<file path="src/rtl/vga_sprite_mixer_if.sv">
// ============================================================================
// Module      : vga_sprite_mixer_if
// Description : Request, position-write, ROM and pixel signals of the sprite mixer.
// Revision    : 1.0 - initial release
// ============================================================================
`default_nettype none

interface vga_sprite_mixer_if #(
    parameter int H_DISP_LEN = 10,
    parameter int V_DISP_LEN = 10,
    parameter int ROM_AW     = 10
);
    logic                  req_i;
    logic [H_DISP_LEN-1:0] req_h_addr_i;
    logic [V_DISP_LEN-1:0] req_v_addr_i;
    logic                  disp_i;
    logic                  pos_we_i;
    logic [2:0]            pos_sel_i;
    logic [H_DISP_LEN-1:0] pos_x_i;
    logic [V_DISP_LEN-1:0] pos_y_i;
    logic                  pos_vis_i;
    logic [ROM_AW-1:0]     rom_addr_o;
    logic [11:0]           rom_data_i;
    logic [11:0]           rgb_o;
    logic                  frame_o;

    modport master (
        output req_i, req_h_addr_i, req_v_addr_i, disp_i,
        output pos_we_i, pos_sel_i, pos_x_i, pos_y_i, pos_vis_i,
        output rom_data_i,
        input  rom_addr_o, rgb_o, frame_o
    );

    modport slave (
        input  req_i, req_h_addr_i, req_v_addr_i, disp_i,
        input  pos_we_i, pos_sel_i, pos_x_i, pos_y_i, pos_vis_i,
        input  rom_data_i,
        output rom_addr_o, rgb_o, frame_o
    );
endinterface

`default_nettype wire

</file>
<file path="src/rtl/vga_sprite_mixer.sv">
// ============================================================================
// Module      : vga_sprite_mixer
// Description : Composites a ROM plane sprite, optional bullets (PLANEWAR_BULLET_EN)
//               and background into a pixel aligned with the driver read-ahead.
// Revision    : 1.0 - initial release
// ============================================================================
`default_nettype none

module vga_sprite_mixer #(
    parameter int          H_DISP_LEN = 10,
    parameter int          V_DISP_LEN = 10,
    parameter int          SPR_W      = 32,
    parameter int          SPR_H      = 32,
    parameter int          ROM_DELAY  = 2,
    parameter int          BUL_W      = 4,
    parameter int          BUL_H      = 8,
    parameter logic [11:0] BG_COLOR   = 12'h026,
    parameter logic [11:0] BUL_COLOR  = 12'hFF0,
    parameter logic [11:0] KEY_COLOR  = 12'hF0F
) (
    input  wire logic          clk,
    input  wire logic          rst,
    vga_sprite_mixer_if.slave  bus
);

    localparam int ROM_AW = $clog2(SPR_W * SPR_H);
    localparam int PIPE_N = ROM_DELAY - 1;
    localparam logic [H_DISP_LEN-1:0] c_SPR_W = H_DISP_LEN'(SPR_W);
    localparam logic [V_DISP_LEN-1:0] c_SPR_H = V_DISP_LEN'(SPR_H);

    logic [H_DISP_LEN-1:0] w_h;
    logic [V_DISP_LEN-1:0] w_v;
    logic                  w_commit;
    logic [H_DISP_LEN-1:0] r_sh_px, r_act_px, w_dx;
    logic [V_DISP_LEN-1:0] r_sh_py, r_act_py, w_dy;
    logic                  w_plane_hit;
    logic [ROM_AW-1:0]     w_rom_addr;
    logic                  r_frame;
    logic [PIPE_N-1:0]     r_plane_pipe;
    logic                  w_plane_late;
    logic                  w_bul_late;
    logic [11:0]           r_pix;

    assign w_h      = bus.req_h_addr_i;
    assign w_v      = bus.req_v_addr_i;
    assign w_commit = bus.req_i && (w_h == '0) && (w_v == '0);

    // Commit reads the shadow before any same-cycle write lands in it
    always_ff @(posedge clk) begin
        if (rst) begin
            r_sh_px  <= '0;
            r_sh_py  <= '0;
            r_act_px <= '0;
            r_act_py <= '0;
            r_frame  <= 1'b0;
        end else begin
            if (bus.pos_we_i && (bus.pos_sel_i == 3'd0)) begin
                r_sh_px <= bus.pos_x_i;
                r_sh_py <= bus.pos_y_i;
            end
            if (w_commit) begin
                r_act_px <= r_sh_px;
                r_act_py <= r_sh_py;
            end
            r_frame <= w_commit;
        end
    end

    // Unsigned wrap turns "left of / above the sprite" into a large miss
    assign w_dx        = w_h - r_act_px;
    assign w_dy        = w_v - r_act_py;
    assign w_plane_hit = bus.req_i && (w_dx < c_SPR_W) && (w_dy < c_SPR_H);
    assign w_rom_addr  = ROM_AW'(w_dy) * ROM_AW'(SPR_W) + ROM_AW'(w_dx);
    assign bus.rom_addr_o = (!rst && w_plane_hit) ? w_rom_addr : '0;

`ifdef PLANEWAR_BULLET_EN
    localparam int N_BUL = 4;
    localparam logic [H_DISP_LEN-1:0] c_BUL_W = H_DISP_LEN'(BUL_W);
    localparam logic [V_DISP_LEN-1:0] c_BUL_H = V_DISP_LEN'(BUL_H);

    logic [H_DISP_LEN-1:0] r_sh_bx [N_BUL];
    logic [H_DISP_LEN-1:0] r_act_bx[N_BUL];
    logic [V_DISP_LEN-1:0] r_sh_by [N_BUL];
    logic [V_DISP_LEN-1:0] r_act_by[N_BUL];
    logic [N_BUL-1:0]      r_sh_bv, r_act_bv;
    logic [N_BUL-1:0]      w_bul_hit;
    logic [PIPE_N-1:0]     r_bul_pipe;

    always_ff @(posedge clk) begin
        if (rst) begin
            r_sh_bv  <= '0;
            r_act_bv <= '0;
            for (int k = 0; k < N_BUL; k++) begin
                r_sh_bx[k]  <= '0;
                r_sh_by[k]  <= '0;
                r_act_bx[k] <= '0;
                r_act_by[k] <= '0;
            end
        end else begin
            for (int k = 0; k < N_BUL; k++) begin
                if (bus.pos_we_i && (bus.pos_sel_i == 3'(k + 1))) begin
                    r_sh_bx[k] <= bus.pos_x_i;
                    r_sh_by[k] <= bus.pos_y_i;
                    r_sh_bv[k] <= bus.pos_vis_i;
                end
            end
            if (w_commit) begin
                r_act_bx <= r_sh_bx;
                r_act_by <= r_sh_by;
                r_act_bv <= r_sh_bv;
            end
        end
    end

    for (genvar k = 0; k < N_BUL; k++) begin : g_bul
        logic [H_DISP_LEN-1:0] w_bdx;
        logic [V_DISP_LEN-1:0] w_bdy;
        assign w_bdx        = w_h - r_act_bx[k];
        assign w_bdy        = w_v - r_act_by[k];
        assign w_bul_hit[k] = bus.req_i && r_act_bv[k] && (w_bdx < c_BUL_W) && (w_bdy < c_BUL_H);
    end

    always_ff @(posedge clk) begin
        if (rst) begin
            r_bul_pipe <= '0;
        end else begin
            r_bul_pipe[0] <= |w_bul_hit;
            for (int i = 1; i < PIPE_N; i++) begin
                r_bul_pipe[i] <= r_bul_pipe[i-1];
            end
        end
    end

    assign w_bul_late = r_bul_pipe[PIPE_N-1];
`else
    logic w_unused_vis;
    assign w_unused_vis = bus.pos_vis_i;
    assign w_bul_late   = 1'b0;
`endif

    // Hit flags travel alongside the ROM read so they meet rom_data_i
    always_ff @(posedge clk) begin
        if (rst) begin
            r_plane_pipe <= '0;
        end else begin
            r_plane_pipe[0] <= w_plane_hit;
            for (int i = 1; i < PIPE_N; i++) begin
                r_plane_pipe[i] <= r_plane_pipe[i-1];
            end
        end
    end

    assign w_plane_late = r_plane_pipe[PIPE_N-1];

    always_ff @(posedge clk) begin
        if (rst) begin
            r_pix <= BG_COLOR;
        end else if (w_plane_late && (bus.rom_data_i != KEY_COLOR)) begin
            r_pix <= bus.rom_data_i;
        end else if (w_bul_late) begin
            r_pix <= BUL_COLOR;
        end else begin
            r_pix <= BG_COLOR;
        end
    end

    assign bus.rgb_o   = (bus.disp_i && !rst) ? r_pix : 12'h000;
    assign bus.frame_o = r_frame;

endmodule

`default_nettype wire
</file>
<file path="src/flat_wrapper.sv">
// flat-port wrapper written by rule: the top's interface ports become plain ports
module vga_sprite_mixer_flat 
#(
    parameter int          H_DISP_LEN = 10,
    parameter int          V_DISP_LEN = 10,
    parameter int          SPR_W      = 32,
    parameter int          SPR_H      = 32,
    parameter int          ROM_DELAY  = 2,
    parameter int          BUL_W      = 4,
    parameter int          BUL_H      = 8,
    parameter logic [11:0] BG_COLOR   = 12'h026,
    parameter logic [11:0] BUL_COLOR  = 12'hFF0,
    parameter logic [11:0] KEY_COLOR  = 12'hF0F
)
  (clk, rst, bus_req_i, bus_req_h_addr_i, bus_req_v_addr_i, bus_disp_i, bus_pos_we_i, bus_pos_sel_i, bus_pos_x_i, bus_pos_y_i, bus_pos_vis_i, bus_rom_data_i, bus_rom_addr_o, bus_rgb_o, bus_frame_o);
  vga_sprite_mixer_if #(.H_DISP_LEN(H_DISP_LEN), .V_DISP_LEN(V_DISP_LEN)) bus_i ();
  input  wire logic clk;
  input  wire logic rst;
  input wire logic [$bits(bus_i.req_i)-1:0] bus_req_i;
  input wire logic [$bits(bus_i.req_h_addr_i)-1:0] bus_req_h_addr_i;
  input wire logic [$bits(bus_i.req_v_addr_i)-1:0] bus_req_v_addr_i;
  input wire logic [$bits(bus_i.disp_i)-1:0] bus_disp_i;
  input wire logic [$bits(bus_i.pos_we_i)-1:0] bus_pos_we_i;
  input wire logic [$bits(bus_i.pos_sel_i)-1:0] bus_pos_sel_i;
  input wire logic [$bits(bus_i.pos_x_i)-1:0] bus_pos_x_i;
  input wire logic [$bits(bus_i.pos_y_i)-1:0] bus_pos_y_i;
  input wire logic [$bits(bus_i.pos_vis_i)-1:0] bus_pos_vis_i;
  input wire logic [$bits(bus_i.rom_data_i)-1:0] bus_rom_data_i;
  output wire logic [$bits(bus_i.rom_addr_o)-1:0] bus_rom_addr_o;
  output wire logic [$bits(bus_i.rgb_o)-1:0] bus_rgb_o;
  output wire logic [$bits(bus_i.frame_o)-1:0] bus_frame_o;
  assign bus_i.req_i = bus_req_i;
  assign bus_i.req_h_addr_i = bus_req_h_addr_i;
  assign bus_i.req_v_addr_i = bus_req_v_addr_i;
  assign bus_i.disp_i = bus_disp_i;
  assign bus_i.pos_we_i = bus_pos_we_i;
  assign bus_i.pos_sel_i = bus_pos_sel_i;
  assign bus_i.pos_x_i = bus_pos_x_i;
  assign bus_i.pos_y_i = bus_pos_y_i;
  assign bus_i.pos_vis_i = bus_pos_vis_i;
  assign bus_i.rom_data_i = bus_rom_data_i;
  assign bus_rom_addr_o = bus_i.rom_addr_o;
  assign bus_rgb_o = bus_i.rgb_o;
  assign bus_frame_o = bus_i.frame_o;
  vga_sprite_mixer #(.H_DISP_LEN(H_DISP_LEN), .V_DISP_LEN(V_DISP_LEN), .SPR_W(SPR_W), .SPR_H(SPR_H), .ROM_DELAY(ROM_DELAY), .BUL_W(BUL_W), .BUL_H(BUL_H), .BG_COLOR(BG_COLOR), .BUL_COLOR(BUL_COLOR), .KEY_COLOR(KEY_COLOR)) u_core (.clk(clk), .rst(rst), .bus(bus_i));
endmodule
</file>
<file path="config.mk">
export PLATFORM = sky130hd
export DESIGN_NAME = vga_sprite_mixer_flat
export DESIGN_NICKNAME = d
export VERILOG_FILES = /design/src/rtl/vga_sprite_mixer_if.sv /design/src/rtl/vga_sprite_mixer.sv /design/src/flat_wrapper.sv
export SDC_FILE = /design/constraint.sdc
export NUM_CORES = 1
export LEC_CHECK = 0
export BUFFER_PORTS_ARGS = -buffer_cell sky130_fd_sc_hd__buf_4
export CAP_MARGIN = 0
export CORE_ASPECT_RATIO = 0.9
export CORE_MARGIN = 2
export CORE_UTILIZATION = 53
export DETAILED_ROUTE_END_ITERATION = 16
export PLACE_DENSITY_LB_ADDON = 0.05
export RECOVER_POWER = 25
export REMOVE_ABC_BUFFERS = 1
export SYNTH_ARGS = -nofsm -noshare
export SYNTH_HDL_FRONTEND = slang
export SYNTH_SLANG_ARGS = --single-unit
</file>
<file path="constraint.sdc">
create_clock -name clk -period 6 [get_ports clk]
set_input_delay 1.5 -clock clk [delete_from_list [all_inputs] [get_ports clk]]
set_output_delay 1.5 -clock clk [all_outputs]
set_load 0.03 [all_outputs]
</file>
==> summary.txt <==
Drt
  – First-pass DRT Iterations: 4
  – Routed WL per cell: roughly 14 microns
  – Vias per inst: about 5.4
  – Final WL: 7630 microns
  – Iteration-0 DRC Markers: 94
  – Post-DRT Antenna Nets: 0
  – Post-route DRC violation count: 0
  – Via count: approximately 3000

Global route
  – First-pass GRT wire length: ~13000 microns
  – Met1 Use GR: 0.342
  – GRT Total Usage: 0.236
  – Largest net degree at the start of global routing: between 40 and 50
  – Gr ovfl total: 0
  – Most Crowded Layer GR: met2
  – Met2 Usage GRT: 0.363
  – Initial antenna violation count: 0
  – GR Layer Usage met3: 0.0394
  – Vias in the first global route: 2734

Synthesis
  – Number of library cell types mapped by synthesis: 48
  – Share of the synthesized area in the top cell type: 0.338
  – Top cells by area, synth: dfxtp_1, nand2_1, ha_1
  – Number of flops mapped to enable cells by yosys: 0
  – Synth Flop Type: dfxtp_1
  – Cell count after synthesis: ~400
  – Synthesized area: roughly 0.0032 sq mm
  – Yosys warnings: 0
  – Synthesized area per cell: 7.77 sq um
  – Fraction of registers with async set or reset after synthesis: 0
  – Top cell type by total area after synthesis: dfxtp_1
  – Register area share after synthesis: 0.338
  – Register bit total from synthesis: 54

Floorplan
  – Std cell rows: 26
  – CORE AREA: 0.00576 sq mm
  – Ports: between 80 and 90
  – Die ar.: 0.00668 sq mm
  – Die W: approximately 86 microns
  – Die H: 77.7 microns
  – Initial core utilization: 0.556

Worst setup path
  – Slowest CP cell: fa_1
  – Buffers & Inverters on Critical Path: 3
  – Worst flop-to-flop path startpoint: u_core.r_act_py[1]
  – WP data required: 4500 ps
  – R2R cell count: 8
  – FF-to-FF End: u_core.r_plane_pipe
  – Crit start category: input port
  – Worst path cell trace: buf_4, inv_1, ha_1, fa_1, nand2b_4, a21oi_4, o21a_2, nor2_1, fa_2, a21o_1, a21oi_1, xor2_1, xnor2_1, nand3_1, nor3_2, buf_4
  – Worst setup path end: bus_rom_addr_o[9]
  – Flop2flop setup slack: ~3300 ps
  – Crit-path max FO: 3
  – Cell mode on critical path: buf_4
  – WP depth: 16
  – Setup crit start: bus_req_h_addr_i[0]
  – Critical Path Max Stage Delay: approximately 400 ps
  – Critical path type: in2out
  – Worst path top cell family by delay: adder cells
  – Data arrival, critical path: roughly 4300 ps
  – Endpoint class of the critical path: primary output

Clock tree
  – H-tree depth: 2
  – CTS buffer count: 5
  – Root buf cell: clkbuf_8
  – Clock buffer depth: 2
  – Clock edge transition at the registers on the reported setup and hold paths: 90 ps
  – CTS Sinks: 54
  – Clk_lat worst skew: approximately 300 ps
  – CTS tree: done

Placement
  – Post-DP HPWL: about 6000 microns
  – Buffers on Ports: roughly 80
  – Routability congestion estimate: roughly 0.91

Power
  – Peak supply drop: roughly 0.13 mV
  – Sw power: 0.194 mW
  – Gate power share: 0.196
  – Seq pwr share: 0.478
  – Clock power frac: 0.326
  – Pwr Density: ~190 mW/mm^2
  – Static Leak: 1.57 nW
  – Internal power: about 0.56 mW
  – Net Sw Frac: 0.255

Flow run
  – Max cap viols: 0

Timing
  – Clock Skews: between 2 and 2.5 ps
  – Worst Tran Pin Value: 1240 ps
  – Minimum clock period: ~5800 ps
  – Slew Limit Headroom: 0.166
  – Fin. max-slew vios: 0
  – Unrepaired setup endpoints after global routing: false
  – Final setup violation count: 0
  – Fmax achieved: about 170 MHz
  – Hold Violations, Final: 0
  – Final cycle utilization of the critical path: 0.965
  – Setup_tns: 0 ps

Layout
  – Seq. cell area: between 0.001 and 0.0015 sq mm
  – Share of cells above drive strength 1: 0.240
  – P&R area growth vs syn: 25.4%
  – Final core occ: 0.697
  – Fin nets: ~570
  – Area of the multi-input gates: 0.00199 sq mm
  – Filler Cells Inserted: around 520
  – Diode count: 0

Run status
  – Status: finished clean

Worst hold path
  – Hold/Removal Path Class: reg2reg
## how the worst min path moves through the flow
stage                            start                 end  slack, ps  cells past startpoint
global placement    u_core.r_act_px[6]  u_core.r_act_px[6]        440                      2
global route         u_core.r_sh_py[1]   u_core.r_sh_py[1]        480                      2
finish              u_core.r_act_px[6]  u_core.r_act_px[6]        450                      2
floorplan           u_core.r_act_px[2]  u_core.r_act_px[2]        430                      2
CTS                 u_core.r_act_px[3]  u_core.r_act_px[3]        460                      2
detailed placement  u_core.r_act_px[3]  u_core.r_act_px[3]        450                      2
## through the flow
step           cell area [sq um]  power, mW  hold WS [ps]  setup WS [ps]  instances
4_1_cts                     3980      0.757           457           45.4        555
3_5_place_dp                3860      0.515           445           63.0        548
2_1_floorplan               3120      0.454           426           30.6        392
3_3_place_gp                3860      0.512           439           95.6        548
5_1_grt                     4010      0.792           478           2.01        557
6_report                    4010      0.758           454            210        557
## synthesized netlist by cell type (all sizes together), types with 3 or more instances
master / instances
a21o: 7
a21oi: 54
and2: 22
clkbuf: 18
dfxtp: 54
fa: 3
ha: 22
inv: 26
nand2: 93
nand2b: 8
nand3: 9
nor2: 10
nor2b: 4
nor3: 20
nor4: 5
o211ai: 3
o21a: 3
o21ai: 6
xnor2: 9
xor2: 3
## layout make-up
cell class,instances,share of cell area
sequential,54,0.269
tap,70,0.0218
timing repair buffer,88,0.162
multi-input combinational,312,0.495
clock buffer,6,0.0206
clock inverter,1,0.00748
inverter,26,0.0243
## cells by family (layout without fill, tap and decap cells)
group           Yosys count  in the layout  synth area share
buf+inv                  46            121            0.0567
fa+ha+maj                25             25             0.105
compound gates           87             87             0.164
xor+xnor                 12             12            0.0328
mux                       2              2           0.00625
flops                    54             54             0.338
simple gates            186            186             0.298
## worst register-to-register path: cells and delay by family, from the launching register on
kind | cells | cell delay [ps]
and+or+nand+nor | 2 | 250
adders and majority gates | 1 | 260
DFF | 1 | 450
xor gates and xnor gates | 1 | 980
buffers and inverters | 1 | 70
AOI/OAI and AO/OA | 3 | 520
## layer usage
layer,part of all wire,vias to the layer above
met2,0.45,72
li1,-,1547
met1,0.49,1368
met3,0.054,7
met5,0,-
met4,0.0097,0
## cells in the final DEF (no fill, tap or decap), drive strengths merged, types with 3 or more instances in the layout
cell type  count
and2          22
buf           85
nor3          20
o21a           3
nor2b          4
xnor2          9
nand2         93
ha            22
nor4           5
inv           26
fa             3
nor2          10
a21o           7
nand2b         8
xor2           3
o21ai          6
dfxtp         54
clkbuf         9
nand3          9
a21oi         54
o211ai         3
## power by group through the flow
| stage | logic (mW) | clock network, mW | registers (mW) |
|---|---|---|---|
| 4_1_cts | 0.145 | 0.250 | 0.362 |
| 3_5_place_dp | 0.144 | 0 | 0.371 |
| 6_report | 0.149 | 0.247 | 0.362 |
| 5_1_grt | 0.164 | 0.265 | 0.363 |
| 3_3_place_gp | 0.141 | 0 | 0.371 |
| 2_1_floorplan | 0.0838 | 0 | 0.370 |
## flip-flops by register name, summed over array words and instances, names as in the netlist
register and count:
u_core.bus.frame_o 1, u_core.r_sh_py 10, u_core.r_act_py 10, u_core.r_act_px 10
u_core.r_plane_pipe 1, u_core.r_sh_px 10, u_core.r_pix 12
## repair_timing
| item | 4_1_cts | 5_1_grt |
|---|---|---|
| resized for setup | 0 | 8 |
| setup endpoints to repair | 0 | 1 |
| hold buffers | 0 | 0 |
| setup buffers | 0 | 2 |
Note: power is estimated with default switching activity, not from simulation.
